[src/rtl/mux_stream_pkg.sv]
`default_nettype none
// ============================================================================
// Module      : mux_stream_pkg
// Description : Shared types and helpers for the N-channel stream multiplexer
//               (mode encoding and round-robin pointer wrap).
// Revision    : 1.0 - initial release
// ============================================================================
package mux_stream_pkg;

  // Operating mode of the multiplexer, taken straight from the mode pin.
  typedef enum logic {
    MODE_SEL = 1'b0,   // channel picked by the sel input
    MODE_RR  = 1'b1    // fair round-robin across requesting channels
  } mux_mode_t;

  // Round-robin successor of a channel index: the channel after idx, wrapping
  // from the last channel (n-1) back to channel 0.
  function automatic int rr_next(input int idx, input int n);
    return (idx == n - 1) ? 0 : idx + 1;
  endfunction

endpackage : mux_stream_pkg
`default_nettype wire

[src/rtl/mux_stream_rr_arbiter.sv]
`default_nettype none
// ============================================================================
// Module      : rr_arbiter
// Description : Combinational round-robin arbiter. Grants the first asserted
//               request found searching upward from ptr, wrapping N-1 -> 0.
//               Produces a one-hot grant, its index, and an any-grant flag.
// Revision    : 1.0 - initial release
// ============================================================================
module rr_arbiter #(
  parameter int N    = 4,
  parameter int SELW = $clog2(N)
) (
  input  logic [N-1:0]    req,
  input  logic [SELW-1:0] ptr,
  output logic [N-1:0]    grant,
  output logic [SELW-1:0] gidx,
  output logic            any
);

  // Rotating priority search: offset k visits channel (ptr + k) mod N; the
  // first requester wins. ptr is always < N, so one subtraction of N suffices.
  always_comb begin
    logic [SELW:0]   v_sum;
    logic [SELW-1:0] v_idx;
    grant = '0;
    gidx  = '0;
    any   = 1'b0;
    v_sum = '0;
    v_idx = '0;
    for (int k = 0; k < N; k++) begin
      v_sum = {1'b0, ptr} + (SELW+1)'(k);
      if (v_sum >= (SELW+1)'(N)) begin
        v_sum = v_sum - (SELW+1)'(N);
      end
      v_idx = v_sum[SELW-1:0];
      if (!any && req[v_idx]) begin
        grant[v_idx] = 1'b1;
        gidx         = v_idx;
        any          = 1'b1;
      end
    end
  end

endmodule : rr_arbiter
`default_nettype wire

[src/rtl/mux_stream_rr.sv]
`default_nettype none
// ============================================================================
// Module      : mux_stream_rr
// Description : N-channel, WIDTH-bit valid/ready stream multiplexer with a
//               single registered output stage. Channel choice is either an
//               explicit select or fair round-robin. Full throughput: a
//               consumer pop and a new load may happen in the same cycle.
// Revision    : 1.0 - initial release
// ============================================================================
module mux_stream_rr
  import mux_stream_pkg::*;
#(
  parameter  int WIDTH = 4,
  parameter  int N     = 4,
  localparam int SELW  = $clog2(N)
) (
  input  logic                      clk,
  input  logic                      reset_n,
  input  logic                      mode,
  input  logic [SELW-1:0]           sel,
  input  logic [N-1:0]              in_valid,
  input  logic [N-1:0][WIDTH-1:0]   in_data,
  output logic [N-1:0]              in_ready,
  output logic                      out_valid,
  output logic [WIDTH-1:0]          out_data,
  output logic [SELW-1:0]           out_src,
  input  logic                      out_ready
);

  mux_mode_t       w_mode;
  logic [N-1:0]    w_sel_grant;
  logic [N-1:0]    w_rr_grant;
  logic [SELW-1:0] w_rr_gidx;
  logic            w_rr_any;
  logic [N-1:0]    w_grant;
  logic [SELW-1:0] w_gidx;
  logic            w_any;
  logic            w_load;
  logic            w_xfer;

  logic            r_out_valid;
  logic [WIDTH-1:0] r_out_data;
  logic [SELW-1:0] r_out_src;
  logic [SELW-1:0] r_ptr;

  assign w_mode = mux_mode_t'(mode);

  // The output register can take a new word when it is empty or being popped.
  assign w_load = ~r_out_valid | out_ready;

  // Explicit-select grant: each bit looks only at its own valid, so in_ready
  // never depends on another channel's valid. An out-of-range sel matches no
  // channel and therefore grants nothing.
  for (genvar gi = 0; gi < N; gi++) begin : g_sel
    assign w_sel_grant[gi] = in_valid[gi] & (sel == SELW'(gi));
  end

  rr_arbiter #(
    .N    (N),
    .SELW (SELW)
  ) u_rr_arbiter (
    .req   (in_valid),
    .ptr   (r_ptr),
    .grant (w_rr_grant),
    .gidx  (w_rr_gidx),
    .any   (w_rr_any)
  );

  // Mode mux: choose which grant source drives the handshake this cycle.
  always_comb begin
    w_grant = w_sel_grant;
    w_gidx  = sel;
    w_any   = |w_sel_grant;
    if (w_mode == MODE_RR) begin
      w_grant = w_rr_grant;
      w_gidx  = w_rr_gidx;
      w_any   = w_rr_any;
    end
  end

  assign w_xfer = w_any & w_load;

  // in_ready is forced low while reset is held so no producer sees an accept.
  assign in_ready = w_grant & {N{w_load & reset_n}};

  // Output register: load on transfer, drain on pop, otherwise hold.
  always_ff @(posedge clk or negedge reset_n) begin
    if (!reset_n) begin
      r_out_valid <= 1'b0;
      r_out_data  <= '0;
      r_out_src   <= '0;
    end else if (w_xfer) begin
      r_out_valid <= 1'b1;
      r_out_data  <= in_data[w_gidx];
      r_out_src   <= w_gidx;
    end else if (out_ready) begin
      r_out_valid <= 1'b0;
    end
  end

  // Round-robin pointer: moves just past the served channel, RR transfers only.
  always_ff @(posedge clk or negedge reset_n) begin
    if (!reset_n) begin
      r_ptr <= '0;
    end else if (w_xfer && (w_mode == MODE_RR)) begin
      r_ptr <= SELW'(rr_next(int'(w_gidx), N));
    end
  end

  assign out_valid = r_out_valid;
  assign out_data  = r_out_data;
  assign out_src   = r_out_src;

endmodule : mux_stream_rr
`default_nettype wire

[config.mk]
export PLATFORM = sky130hd
export DESIGN_NAME = mux_stream_rr
export DESIGN_NICKNAME = d
export VERILOG_FILES = /design/src/rtl/mux_stream_pkg.sv /design/src/rtl/mux_stream_rr_arbiter.sv /design/src/rtl/mux_stream_rr.sv
export SDC_FILE = /design/constraint.sdc
export NUM_CORES = 1
export LEC_CHECK = 0
export ABC_CLOCK_PERIOD_IN_PS = 8200
export BUFFER_PORTS_ARGS = -buffer_cell sky130_fd_sc_hd__buf_2
export CORE_MARGIN = 3
export CORE_UTILIZATION = 40
export CTS_BUF_LIST = sky130_fd_sc_hd__clkbuf_2 sky130_fd_sc_hd__clkbuf_4 sky130_fd_sc_hd__clkbuf_8
export CTS_CLUSTER_DIAMETER = 50
export DETAILED_ROUTE_END_ITERATION = 10
export PLACE_DENSITY = 0.76
export SYNTH_ARGS = -nofsm -noshare
export SYNTH_HDL_FRONTEND = slang
export SYNTH_SLANG_ARGS = --single-unit
[constraint.sdc]
create_clock -name clk -period 8.2 [get_ports clk]
set_input_delay 1.23 -clock clk [delete_from_list [all_inputs] [get_ports clk]]
set_output_delay 1.23 -clock clk [all_outputs]
set_load 0.005 [all_outputs]
==> qor.yml <==
status:
  outcome: "completed"
detailed_routing:
  wirelength_um: 2865
  dr.first_iter.drc_count: 69
  firstDrtPassIters: 4
  num_vias: 1073
  ant_nets: 0
  vias_per_cell: 5.994
  drc: 0
  post_drt_wl_per_cell_um: 16.01
timing:
  rsz0062_at_grt: "false"
  finalWorstSetupSlack_ns: 3.828
  period_share: 0.5332
  fmax_mhz: 228.7
  fin_setup_tns_ns: 0
  worst_pin_slew_ns: 0.4887
  setup_violations: 0
  worst_hold_slack_ns: 0.4881
  fin_worst_skew_ns: 0.001205
  slew_viol_final: 0
  finalHoldViolations: 0
  slew_headroom: 0.6742
  min_period_ns: 4.372
hold_path:
  hold_depth: 1
  hp-class: "flop to flop"
  hp-start: "out_src[1]"
worst_setup_path:
  setup.worst_path.start_class: "flop"
  max_stage_delay_ns: 0.65
  startpoint: "r_ptr[0]"
  path_cells: "inv_1, ha_1, mux4_2, nor3b_1, a222oi_1, a311oi_1, buf_2"
  worstPathArrival_ns: 3.14
  cp_max_fo: 13
  worst_r2r_path_depth: 8
  worstPathRequired_ns: 6.97
  timing.rr.start: "r_ptr[0]"
  worst-setup-path-type: "flop to primary output"
  cp-end-kind: "primary output"
  crit_path_top_delay_cell: "dfrtp_1"
  r2r_slack_ns: 5.17
  critPathCapture: "in_ready[1]"
  r2r_end: "out_data[1]"
global_route:
  grt_pass1_vias: 979
  grt_overflow: 0
  grt_max_degree: 17
  antenna_found_initial: 0
  use_met1: 0.2270
  grtUsageMet2: 0.2793
  track_usage: 0.1652
  top_usage_layer: "met2"
  grt_pass1_wl_um: 4526
  grtUsageMet3: 0.01525
clocking:
  cts_tree: "yes"
  cts_sinks: 9
  clock_insertion_delay_worst_skew_ns: 0.26
  root_buffer: "clkbuf_4"
  post-cts-setup-buffers: 0
  hold_buffers: 0
  ctsLongestPathBuffers: 2
  cts_buffers: 3
  cts_resized: 0
  htree_levels: 1
  clk_pin_slew_ns: 0.06
synthesis:
  synth-seq-cells: 9
  synth_top_area_share: 0.1965
  synth_common_cells: "nor2_1, nand2_1, dfrtp_1, mux2i_1"
  synth_nets: 152
  yosys_warnings: 0
  ys_seq_area_frac: 0.1965
  synth.top_cells.by_area: "dfrtp_1, mux4_2, mux2i_1"
  synthFlopType: "dfrtp_1"
  post-synth-top-area-cell: "dfrtp_1"
  syn-mean-instance-area_um2: 9.631
  netlist_area_um2: 1146
  synthCells: 119
  synthDistinctLibCells: 42
  synth.most_common_cell: "nor2_1"
  synth_edf_count: 0
  synthArstFlopShare: 1.000
placement:
  numPlacedInstances: 175
  place_area_um2: 1284
  finalWeightedCongestion: 0.8002
  place_ws_ns: 3.939
  io_buffers: 36
  hpwl_um: 2266
die:
  dieHeight_um: 59.53
  num_rows: 18
  initial_core_util: 0.4425
  core-area_um2: 2590
  num_io_pins: 37
  die-area_um2: 3544
  dieWidth_um: 59.53
cells_and_area:
  layout-drive-gt1-share: 0.3960
  fin_cells: 179
  diodes: 0
  fillers: 230
  multi_input_area_um2: 814.5
  num-nets-final: 183
  seq_area_um2: 225.2
  areaGrowthSynthToFinish_pct: 14.63
  final_cell_area_um2: 1314
pwr:
  power_leakage_nw: 0.6136
  power_density_nw_per_um2: 323.1
  peakVddDrop_mv: 0.1812
job:
  cap_violations: 0
==> through the flow <==
step,power [mW],util
floorplan,0.3360,-
global placement,0.3709,0.4957
detailed placement,0.3828,0.4957
CTS,0.4224,0.5072
global route,0.4554,0.5072
finish,0.4245,0.5072
==> routing by layer <==
metal | up-vias | wire length [um] | part of all wire
met5 | - | 0 | 0
met4 | 0 | 10 | 0.0035
met3 | 2 | 270 | 0.094
met2 | 66 | 1333 | 0.47
met1 | 487 | 1250 | 0.44
li1 | 518 | - | -
==> flip-flops by register name (all words and copies together), names as in the netlist <==
register,count
r_ptr,2
out_src,2
out_valid,1
out_data,4
==> worst min-delay path by stage <==
stage	slack, ns	endpoint
CTS	0.50	out_src[1]
global route	0.53	out_src[1]
global placement	0.46	out_src[1]
detailed placement	0.48	out_src[1]
floorplan	0.47	out_src[1]
finish	0.49	out_src[1]
==> kinds of logic (layout without fill, tap and decap cells) <==
family | Yosys count | count (layout) | synth area share
buffers and inverters | 17 | 47 | 0.09279
AO/OA/AOI/OAI | 33 | 33 | 0.2642
adder cells (fa/ha/maj) | 7 | 7 | 0.07642
multiplexers | 15 | 15 | 0.1867
flip-flops | 9 | 9 | 0.1965
AND/OR/NAND/NOR | 37 | 37 | 0.1758
XOR/XNOR | 1 | 1 | 0.007643
==> cell usage in the layout, fill, tap and decap left out, drive strengths merged <==
master / n
buf: 36
nor2: 13
nand2: 11
mux2i: 9
dfrtp: 9
inv: 7
ha: 7
mux4: 5
a21oi: 5
a222oi: 4
a31oi: 4
a311oi: 4
clkbuf: 4
a221oi: 4
nand2b: 3
and2: 2
a21o: 2
nor3: 2
a211oi: 2
nor3b: 1
mux2: 1
a211o: 1
a41oi: 1
o31a: 1
or3b: 1
nand3b: 1
o31ai: 1
or2: 1
o32a: 1
o21ai: 1
xnor2: 1
nand3: 1
nor4: 1
o211a: 1
a2111oi: 1
==> critical path, delay by kind of cell (launching register included) <==
kind	cells	cell delay, ns
AO/OA/AOI/OAI	2	0.44
adder cells (fa/ha/maj)	1	0.51
buffers and inverters	2	0.44
flip-flops	1	0.65
multiplexers	1	0.42
AND/OR/NAND/NOR	1	0.42
==> power breakdown <==
part           internal (mW)  total, mW  switching, mW
sequential            0.0645     0.0934         0.0288
clock                 0.0221     0.0386         0.0164
combinational          0.133      0.293          0.160
total                  0.220      0.425          0.205
==> cell type report <==
| type | count | share of cell area |
|---|---|---|
| repair buffers | 36 | 0.1371 |
| inverters | 7 | 0.02000 |
| well taps | 30 | 0.02857 |
| clock buffers | 4 | 0.02286 |
| flip-flops and latches | 9 | 0.1714 |
| multi-input cells | 93 | 0.6200 |
Power figures use the tool's default switching activity.
